===== src/rtl/alu_op_arbiter.sv =====
// Round-robin arbiter that shares one combinational ALU between two requesters.
// One command in flight; result returned on a tagged valid/ready response channel.
module alu_op_arbiter #(
  parameter int WIDTH   = 32,
  parameter int ALU_LAT = 1,
  parameter int NUM_OPS = 8
) (
  input  logic             clk,
  input  logic             rst,
  input  logic             req0_valid,
  output logic             req0_ready,
  input  logic [2:0]       req0_op,
  input  logic [WIDTH-1:0] req0_a,
  input  logic [WIDTH-1:0] req0_b,
  input  logic             req1_valid,
  output logic             req1_ready,
  input  logic [2:0]       req1_op,
  input  logic [WIDTH-1:0] req1_a,
  input  logic [WIDTH-1:0] req1_b,
  output logic             rsp_valid,
  input  logic             rsp_ready,
  output logic             rsp_id,
  output logic [WIDTH-1:0] rsp_result,
  output logic             rsp_err,
  output logic [WIDTH-1:0] alu_a,
  output logic [WIDTH-1:0] alu_b,
  output logic [2:0]       alu_opsel,
  input  logic [WIDTH-1:0] alu_result,
  output logic             busy
);

  typedef enum logic [1:0] {IDLE, EXEC, RESP} state_t;

  state_t           state;
  logic             last_grant;
  logic             grant_id;
  logic [3:0]       cnt;

  logic             gnt_vld;
  logic             gnt_sel;
  logic [2:0]       op_sel;
  logic [WIDTH-1:0] a_sel;
  logic [WIDTH-1:0] b_sel;

  function automatic logic op_illegal(input logic [2:0] op);
    return int'({29'd0, op}) >= NUM_OPS;
  endfunction

  // Grant: a lone requester wins outright; a tie goes to whoever did not win last.
  always_comb begin
    gnt_vld = req0_valid | req1_valid;
    gnt_sel = (req0_valid & req1_valid) ? ~last_grant : req1_valid;
    op_sel  = gnt_sel ? req1_op : req0_op;
    a_sel   = gnt_sel ? req1_a  : req0_a;
    b_sel   = gnt_sel ? req1_b  : req0_b;
  end

  assign req0_ready = (state == IDLE) & gnt_vld & ~gnt_sel;
  assign req1_ready = (state == IDLE) & gnt_vld &  gnt_sel;
  assign busy       = (state != IDLE);

  always_ff @(posedge clk) begin
    if (rst) begin
      state      <= IDLE;
      last_grant <= 1'b1;
      grant_id   <= 1'b0;
      cnt        <= '0;
      alu_a      <= '0;
      alu_b      <= '0;
      alu_opsel  <= '0;
      rsp_valid  <= 1'b0;
      rsp_id     <= 1'b0;
      rsp_result <= '0;
      rsp_err    <= 1'b0;
    end else begin
      case (state)
        IDLE: begin
          if (gnt_vld) begin
            grant_id   <= gnt_sel;
            last_grant <= gnt_sel;
            // Illegal opcodes bypass the ALU so its inputs keep their last values.
            if (op_illegal(op_sel)) begin
              rsp_valid  <= 1'b1;
              rsp_id     <= gnt_sel;
              rsp_result <= '0;
              rsp_err    <= 1'b1;
              state      <= RESP;
            end else begin
              alu_a     <= a_sel;
              alu_b     <= b_sel;
              alu_opsel <= op_sel;
              cnt       <= 4'(ALU_LAT - 1);
              state     <= EXEC;
            end
          end
        end
        EXEC: begin
          if (cnt == 4'd0) begin
            rsp_valid  <= 1'b1;
            rsp_id     <= grant_id;
            rsp_result <= alu_result;
            rsp_err    <= 1'b0;
            state      <= RESP;
          end else begin
            cnt <= cnt - 4'd1;
          end
        end
        RESP: begin
          if (rsp_ready) begin
            rsp_valid <= 1'b0;
            state     <= IDLE;
          end
        end
        default: state <= IDLE;
      endcase
    end
  end

endmodule


===== config.mk =====
export PLATFORM = sky130hd
export DESIGN_NAME = alu_op_arbiter
export DESIGN_NICKNAME = d
export VERILOG_FILES = /design/src/rtl/alu_op_arbiter.sv
export SDC_FILE = /design/constraint.sdc
export NUM_CORES = 1
export LEC_CHECK = 0
export CORE_MARGIN = 2
export CORE_UTILIZATION = 39
export CTS_BUF_LIST = sky130_fd_sc_hd__clkbuf_4
export DETAILED_ROUTE_END_ITERATION = 8
export HOLD_SLACK_MARGIN = 0.15
export PLACE_DENSITY = 0.83
export SYNTH_ARGS = -nofsm -noshare
export SYNTH_HDL_FRONTEND = slang
export SYNTH_SLANG_ARGS = --single-unit
export TNS_END_PERCENT = 1

===== constraint.sdc =====
create_clock -name clk -period 1.95 [get_ports clk]
set_clock_uncertainty 0.15 [all_clocks]
set_input_delay 0.39 -clock clk [delete_from_list [all_inputs] [get_ports clk]]
set_output_delay 0.39 -clock clk [all_outputs]
set_load 0.1 [all_outputs]

==> results of run 1 <==
-- per-layer routing --
layer	global-route usage [%]	part of all wire, %	up-vias
met5	0	0	-
met4	15.1	5.0	0
met3	7.70	8.4	73
met2	47.0	49	310
met1	31.0	38	2590
li1	-	-	2554
-- layout make-up --
| type | instances | area [um^2] |
|---|---|---|
| flip-flops and latches | 109 | 2190 |
| diodes | 1 | 2.50 |
| inverters | 36 | 135 |
| multi-input cells | 344 | 2080 |
| well taps | 147 | 184 |
| repair buffers | 303 | 4060 |
| fillers | 801 | 3110 |
| clock inverters | 4 | 17.5 |
| clock buffers | 10 | 75.1 |
-- how the worst max path moves through the flow --
stage,start,to,slack [ns],cells after the start
4_1_cts,state[0],busy,-0.05,4
3_3_place_gp,req1_valid,req1_ready,-0.14,4
2_1_floorplan,req1_valid,req1_ready,-0.29,4
6_report,state[0],busy,-0.005,4
3_5_place_dp,req1_valid,alu_b[7],-0.19,5
5_1_grt,state[1],busy,-0.08,4
-- timing repair --
| action | CTS | global route |
|---|---|---|
| endpoints found under the setup margin | 3 | 3 |
| gates resized for setup | 11 | 3 |
| endpoints found under the hold margin | 3 | 0 |
| hold buffers | 1 | 0 |
| pin swaps | 2 | 0 |
| buffers inserted | 4 | 0 |
-- synthesized netlist by cell type, types with 2 or more instances --
cell type,count
dfxtp_1,109
a221o_1,32
a31oi_1,35
nand2b_1,2
or3_1,3
nand3_1,68
inv_1,36
o21ai_0,71
nor3b_1,2
or4_1,2
ha_1,2
buf_2,12
nor2_1,5
clkbuf_1,40
buf_1,7
a21oi_1,37
buf_6,8
nor3_1,32
nand4_1,35
-- cell families after synthesis --
logic type                 after synthesis
AOI/OAI and AO/OA                      185
other                                    1
DFF                                    109
and+or+nand+nor                        156
buffers and inverters                  104
adders and majority gates                2
-- sequential cells by signal, indices dropped and copies added, names as in the netlist --
name	count
rsp_valid	1
alu_opsel	3
rsp_result	32
alu_b	32
state	2
last_grant	1
alu_a	32
grant_id	1
cnt	4
rsp_id	1
-- worst max-delay path, stage by stage, from the launching register on --
cell	delay (ns)
dfxtp_4	0.38
nor2_4	0.15
inv_2	0.09
buf_12	0.16
buf_12	0.17
-- power by group through the flow --
stage	Combinational, mW	Sequential, mW	Clock (mW)
2_1_floorplan	0.733	4.24	0
3_3_place_gp	3.80	2.76	0
3_5_place_dp	3.86	2.77	0
4_1_cts	3.91	2.72	0.997
5_1_grt	4.04	2.75	1.06
6_report	3.91	2.72	0.948
==> flow_summary.ini, run 1 <==
[timing]
layout_setup_ws_ns = -0.00505
post-route-min-period_ns = 1.96
fin_crit_sh_pct = 100
setup_violations = 1
maxSlewViolCount = 0
rsz0062_at_grt = true
fmax_mhz = 511
whs_ns = 0.318
tns_ns = -0.00505
hold_violations = 0

[synth]
ys_seq_area_share_pct = 46.5
synth_fa_ha_area_share_pct = 0.533
syn_nets = 730
netlist.area_leader.share_pct = 46.5
synth_cell_type_count = 38
synth_area_leader_cell = dfxtp_1
synthesis.area_mm2 = 0.00470
synth-xor-area-share_pct = 0
ys_ff_latch = 109
synth_edf_count = 0
synthFlopType = dfxtp_1
synthMuxAreaShare_pct = 0
synth_warnings = 0
yosys-top-cells-area = dfxtp_1 (46%), o21ai_0 (7.6%), nand3_1 (7.2%)
synth_top_family_by_area = compound AO/OA/AOI/OAI gates
synth-compound-area-share_pct = 24.9
synth_area_per_cell_um2 = 8.43
synth-simple-area-share_pct = 18.1
synthArstFlopShare_pct = 0
synthCells = 557

[detailed_routing]
dr.pass1.iters = 5
wl_per_cell_um = 18.9
drt_iter0_markers = 456
drc = 0
wirelength_um = 18100
vias = 5527
via_per_inst = 5.79
ant_nets = 0

[setup_path]
crit_fanout = 19
worstPathRequired_ns = 1.41
r2r_start = state[0]
worst_setup_path_end_kind = output port
crit_arrival_ns = 1.42
worstSetupPathType = reg -> out
startpoint_type = flip-flop
r2r_slack_ns = 0.11
r2r_end = state[0]
r2r_cells = 6

[finish]
finish.utilization_pct = 73.7
final_common_cell = clkdlybuf4s50_1
syn_to_final_growth_pct = 86.2
most-common-layout-cells = clkdlybuf4s50_1 (167), buf_12 (109), dfxtp_1 (106), o21ai_0 (71), nand3_1 (68)
fin_nets = 976
fin_cells = 954
drive_gt1_share_pct = 19.7
postLayoutCellArea_mm2 = 0.00875

[placement]
dpl_cell_area_mm2 = 0.00858
place_congestion = 0.856
place.port_buffers = 274
dp_hpwl_um = 13300
place_ws_ns = -0.193
dp_cells = 934

[worst_hold_path]
hold-path-cell-count = 3
worstHoldEndpoint = rsp_result[8]
worstHoldStart = alu_result[8]
min_path_type = in -> reg

[job]
maxCapViolCount = 0

[cts]
cts_root_buf = clkbuf_4
cts_tree = yes
clk_latency_ns = 0.46
cts_buffers = 9
clock_path_buffers = 2
clkTransAtPathRegs_ns = 0.15
cts.htree.levels = 3
clock_sink_count = 109

[power]
intPower_mw = 4.21
power_frac_comb_pct = 51.6
switchingPower_mw = 3.37
sequentialPowerShare_pct = 35.9
p_clk_share_pct = 12.5
power_mw = 7.58
power_leakage_nw = 3.33
swShare_pct = 44.5
vdd_drop_max_mv = 0.517
p_per_area_mw_per_mm2 = 866

[floorplan]
die_y_um = 114
ioPinCount = 276
die_w_um = 114
die_area_mm2 = 0.0129
core_area_mm2 = 0.0119
row_count = 40
initial_utilization_pct = 39.6

[global_routing]
grt_pass1_wl_um = 28400
grt_pass1_vias = 5556
globalRouteOverflowTotal = 0
grt_usage_pct = 27.5
antenna_found_initial = 1
grt_max_degree = 42

[status]
violations = setup timing
status = finished, violations left
Note: power is estimated with default switching activity, not from simulation.
==> run 2: changes to the inputs <==
--- a/config.mk
+++ b/config.mk
@@ -7,4 +7,6 @@
 export LEC_CHECK = 0
+export CELL_PAD_IN_SITES_DETAIL_PLACEMENT = 1
+export CELL_PAD_IN_SITES_GLOBAL_PLACEMENT = 1
 export CORE_MARGIN = 2
-export CORE_UTILIZATION = 39
+export CORE_UTILIZATION = 27
 export CTS_BUF_LIST = sky130_fd_sc_hd__clkbuf_4
@@ -12,3 +14,3 @@
 export HOLD_SLACK_MARGIN = 0.15
-export PLACE_DENSITY = 0.83
+export PLACE_DENSITY_LB_ADDON = 0.1
 export SYNTH_ARGS = -nofsm -noshare
==> constraint.sdc (replaced) <==
create_clock -name clk -period 1.95 [get_ports clk]
set_clock_uncertainty 0.15 [all_clocks]
set_input_delay 0.2925 -clock clk [delete_from_list [all_inputs] [get_ports clk]]
set_output_delay 0.2925 -clock clk [all_outputs]
set_load 0.1 [all_outputs]
==> flow_summary.ini, run 2 (synthesized netlist as in run 1, its figures left out) <==
[finish]
postLayoutCellArea_mm2 = 0.00783
fin_cells = 1044
most-common-layout-cells = clkdlybuf4s50_1 (169), buf_4 (125), dfxtp_1 (106), o21ai_0 (70), nand3_1 (68)
drive_gt1_share_pct = 21.1
final_common_cell = clkdlybuf4s50_1
syn_to_final_growth_pct = 66.6
finish.utilization_pct = 45.6
reg_top3 = alu_a x32, alu_b x32, rsp_result x32
fin_nets = 987
nFillCells = 2042

[placement]
place_ws_ns = -0.0867
dpl_cell_area_mm2 = 0.00752
dp_cells = 1017
place.port_buffers = 274
dp_hpwl_um = 14000
place_congestion = 0.825

[worst_hold_path]
min_path_type = in -> reg
hold-path-cell-count = 3

[cts]
cts_buffers = 9
clock_path_buffers = 2
clock_sink_count = 109
cts.htree.levels = 3
clkTransAtPathRegs_ns = 0.17
clk_latency_ns = 0.47
cts_tree = yes
cts_root_buf = clkbuf_4

[setup_path]
crit_arrival_ns = 1.55
worst_setup_path_end_kind = output port
startpoint_type = flip-flop
r2r_end = alu_b[12]
r2r_slack_ns = 0.04
r2r_start = state[1]
critPathLaunch = state[1]
r2r_cells = 7
worstSetupPathType = reg -> out
crit_end = req1_ready
worstPathRequired_ns = 1.51
crit_fanout = 5

[timing]
layout_setup_ws_ns = -0.0474
post-route-min-period_ns = 2.00
maxSlewViolCount = 0
hold_violations = 0
tightestPinTransition_ns = 0.582
fmax_mhz = 501
fin_crit_sh_pct = 102
rsz0062_at_grt = true
slew_headroom_pct = 61.2
setup_violations = 3

[floorplan]
row_count = 48
die_w_um = 136
ioPinCount = 276
initial_utilization_pct = 27.3
core_area_mm2 = 0.0172
die_area_mm2 = 0.0185
die_y_um = 136

[detailed_routing]
drc = 0
dr.pass1.iters = 4
ant_nets = 0
wirelength_um = 20000
vias = 5495
wl_per_cell_um = 19.1
drt_iter0_markers = 227
via_per_inst = 5.26

[global_routing]
antenna_found_initial = 1
grt_pass1_vias = 5689
grt_usage_pct = 21.0
grt_max_degree = 52
grt_pass1_wl_um = 30500
globalRouteOverflowTotal = 0

[power]
vdd_drop_max_mv = 0.411
power_leakage_nw = 3.10
p_per_area_mw_per_mm2 = 933

[status]
status = finished, violations left
violations = setup timing

[job]
maxCapViolCount = 0
==> run 2: cell count changes in the layout (fill, tap and decap cells not counted), sizes merged <==
cell           before  now
dlygate4sd2         2    0
buf               133  143
clkinvlp            0    2
bufinv              0    1
clkdlybuf4s50     167  169
clkbuf             10   11
bufbuf              0    1
clkinv              4    1
==> run 2: timing repair <==
item	CTS	global route
gates resized for setup	14	4
gates cloned	1	0
hold endpoints to repair	1	0
hold buffers	1	0
setup endpoints to repair	3	26
buffers inserted	6	3
pin swaps	3	6
==> run 2: cell type report <==
class	count	area [um^2]	area share (%)
Timing Repair Buffer	314	3000	38.3
Tap cell	225	282	3.60
Antenna cell	1	2.50	0.0320
Multi-Input combinational cell	344	2080	26.6
Inverter	36	138	1.76
Sequential cell	109	2190	28.0
Clock inverter	4	50.0	0.639
Clock buffer	11	82.6	1.05
==> run 2: routing by layer <==
metal	track usage, %	wire [um]	vias up
met5	0	0	-
met4	6.31	314	0
met3	5.85	1650	19
met2	36.3	9690	196
met1	25.4	8320	2710
li1	-	-	2570
==> run 2: where the power goes <==
part	switching [mW]	total, mW	internal [mW]
clock	0.771	1.18	0.412
sequential	0.144	2.61	2.47
combinational	2.46	3.51	1.05
total	3.37	7.30	3.93
==> run 2: worst min path at each step <==
stage	slack, ns	startpoint	endpoint
4_1_cts	0.16	alu_result[12]	rsp_result[12]
3_3_place_gp	0.30	grant_id	grant_id
5_1_grt	0.18	alu_result[27]	rsp_result[27]
6_report	0.20	alu_result[9]	rsp_result[9]
3_5_place_dp	0.31	grant_id	grant_id
2_1_floorplan	0.28	req0_a[20]	alu_a[20]
==> run 2: worst max-delay path, cell delays in order, from the launching register on <==
cell and delay (ns):
dfxtp_4 0.39, nor2_4 0.18, inv_4 0.06, buf_12 0.13, nor2_4 0.13, buf_12 0.19
==> run 2: metrics by stage <==
step | total power, mW | hold WS [ns] | setup TNS (ns)
5_1_grt | 7.60 | 0.183 | -0.372
4_1_cts | 7.34 | 0.159 | -0.159
2_1_floorplan | 4.97 | 0.281 | -0.364
3_3_place_gp | 6.00 | 0.304 | -0.659
3_5_place_dp | 6.05 | 0.312 | -2.22
6_report | 7.30 | 0.203 | -0.0946
==> run 3: changes to the inputs <==
- SKIP_CTS_REPAIR_TIMING: unset -> 1
==> flow_summary.ini, run 3 (synthesized netlist as in run 1, its figures left out) <==
[status]
status = finished, violations left
violations = setup timing

[power]
vdd_drop_max_mv = 0.412
intPower_mw = 3.92
swShare_pct = 46.2
switchingPower_mw = 3.37
p_per_area_mw_per_mm2 = 931
sequentialPowerShare_pct = 35.8
power_frac_comb_pct = 48.0
p_clk_share_pct = 16.2
power_leakage_nw = 3.11

[timing]
post-route-min-period_ns = 1.98
setup_violations = 3
maxSlewViolCount = 0
fin_crit_sh_pct = 102
hold_violations = 0
rsz0062_at_grt = true
whs_ns = 0.203
slew_headroom_pct = 61.2
layout_setup_ws_ns = -0.0314
fmax_mhz = 505
tightestPinTransition_ns = 0.582

[finish]
regArea_mm2 = 0.00219
drive_gt1_share_pct = 21.2
postLayoutCellArea_mm2 = 0.00783
syn_to_final_growth_pct = 66.7
fin_nets = 989
reg_top3 = alu_a x32, alu_b x32, rsp_result x32
nFillCells = 2040
final_common_cell = clkdlybuf4s50_1
multiInputGateArea_mm2 = 0.00208
most-common-layout-cells = clkdlybuf4s50_1 (169), buf_4 (127), dfxtp_1 (106), o21ai_0 (70), nand3_1 (68)
fin_cells = 1046
finish.utilization_pct = 45.6

[setup_path]
startpoint_type = flip-flop
worst_setup_path_end_kind = output port
crit_family = flip-flops
slowest_stage = dfxtp_4
crit_arrival_ns = 1.54
worstSetupPathType = reg -> out
worstPathRequired_ns = 1.51
cpPeakStageDelay_ns = 0.39
path_cells = nor2_4 > inv_4 > buf_12 > nor2_4 > buf_12
crit_fanout = 5
path_buf_inv = 3

[global_routing]
antenna_found_initial = 1
met1_usage_pct = 24.9
grt_pass1_vias = 5648
grt_busiest_layer = met2
met2_usage_pct = 35.9
globalRouteOverflowTotal = 0
grt_util_met3_pct = 5.85
grt_pass1_wl_um = 30200
grt_max_degree = 52
grt_usage_pct = 20.7

[detailed_routing]
via_per_inst = 5.23
dr.pass1.iters = 4
drt_iter0_markers = 210
ant_nets = 0
wirelength_um = 20000
vias = 5473
wl_per_cell_um = 19.1
drc = 0

[floorplan]
die_area_mm2 = 0.0185
die_y_um = 136
core_area_mm2 = 0.0172
die_w_um = 136
row_count = 48
initial_utilization_pct = 27.3
ioPinCount = 276

[placement]
place_congestion = 0.825
dp_hpwl_um = 14000
place_ws_ns = -0.0867
dp_cells = 1017
place.port_buffers = 274
dpl_cell_area_mm2 = 0.00752

[job]
maxCapViolCount = 0

[cts]
cts_tree = yes
cts_buffers = 9
clock_sink_count = 109
clkTransAtPathRegs_ns = 0.17
clk_latency_ns = 0.47
cts.htree.levels = 3
cts_root_buf = clkbuf_4
clock_path_buffers = 2

[worst_hold_path]
min_path_type = in -> reg
-- run 3: area by class of cell --
class	count	share of cell area (%)
diodes	1	0.0320
multi-input cells	344	26.5
flip-flops and latches	109	28.0
well taps	225	3.60
repair buffers	316	38.4
clock buffers	11	1.05
clock inverters	4	0.639
inverters	36	1.76
-- run 3: power groups by stage --
stage / Combinational, mW / Clock [mW] / Sequential (mW)
after global routing: 3.65 / 1.31 / 2.64
after detailed placement: 3.39 / 0 / 2.66
after CTS: 3.39 / 1.24 / 2.61
final: 3.50 / 1.18 / 2.61
after floorplan: 0.732 / 0 / 4.24
after global placement: 3.34 / 0 / 2.65
-- run 3: per-layer routing --
layer | wire length (um) | share of wire [%]
met5 | 0 | 0
met4 | 308 | 1.5
met3 | 1660 | 8.3
met2 | 9770 | 49
met1 | 8250 | 41
-- run 3: worst paths after layout --
path	startpoint	to	slack (ns)	cells past startpoint
setup / recovery	state[0]	req1_ready	-0.03	5
hold reg to reg	grant_id	rsp_id	0.33	2
hold / removal	alu_result[9]	rsp_result[9]	0.20	3
setup reg to reg	cnt[0]	cnt[0]	0.12	6
-- run 3: worst reg2reg max path: cells and delay by family, from the launching register on --
family / cells / cell delay, ns
AOI/OAI and AO/OA: 1 / 0.24
buffers and inverters: 2 / 0.41
and+or+nand+nor: 2 / 0.40
adders and majority gates: 1 / 0.18
DFF: 1 / 0.38
-- run 3: stage by stage --
step                      power, mW  TNS, ns
final                          7.29  -0.0728
after floorplan                4.97   -0.364
after CTS                      7.25   -0.896
after global routing           7.60   -0.399
after detailed placement       6.05    -2.22
after global placement         6.00   -0.659
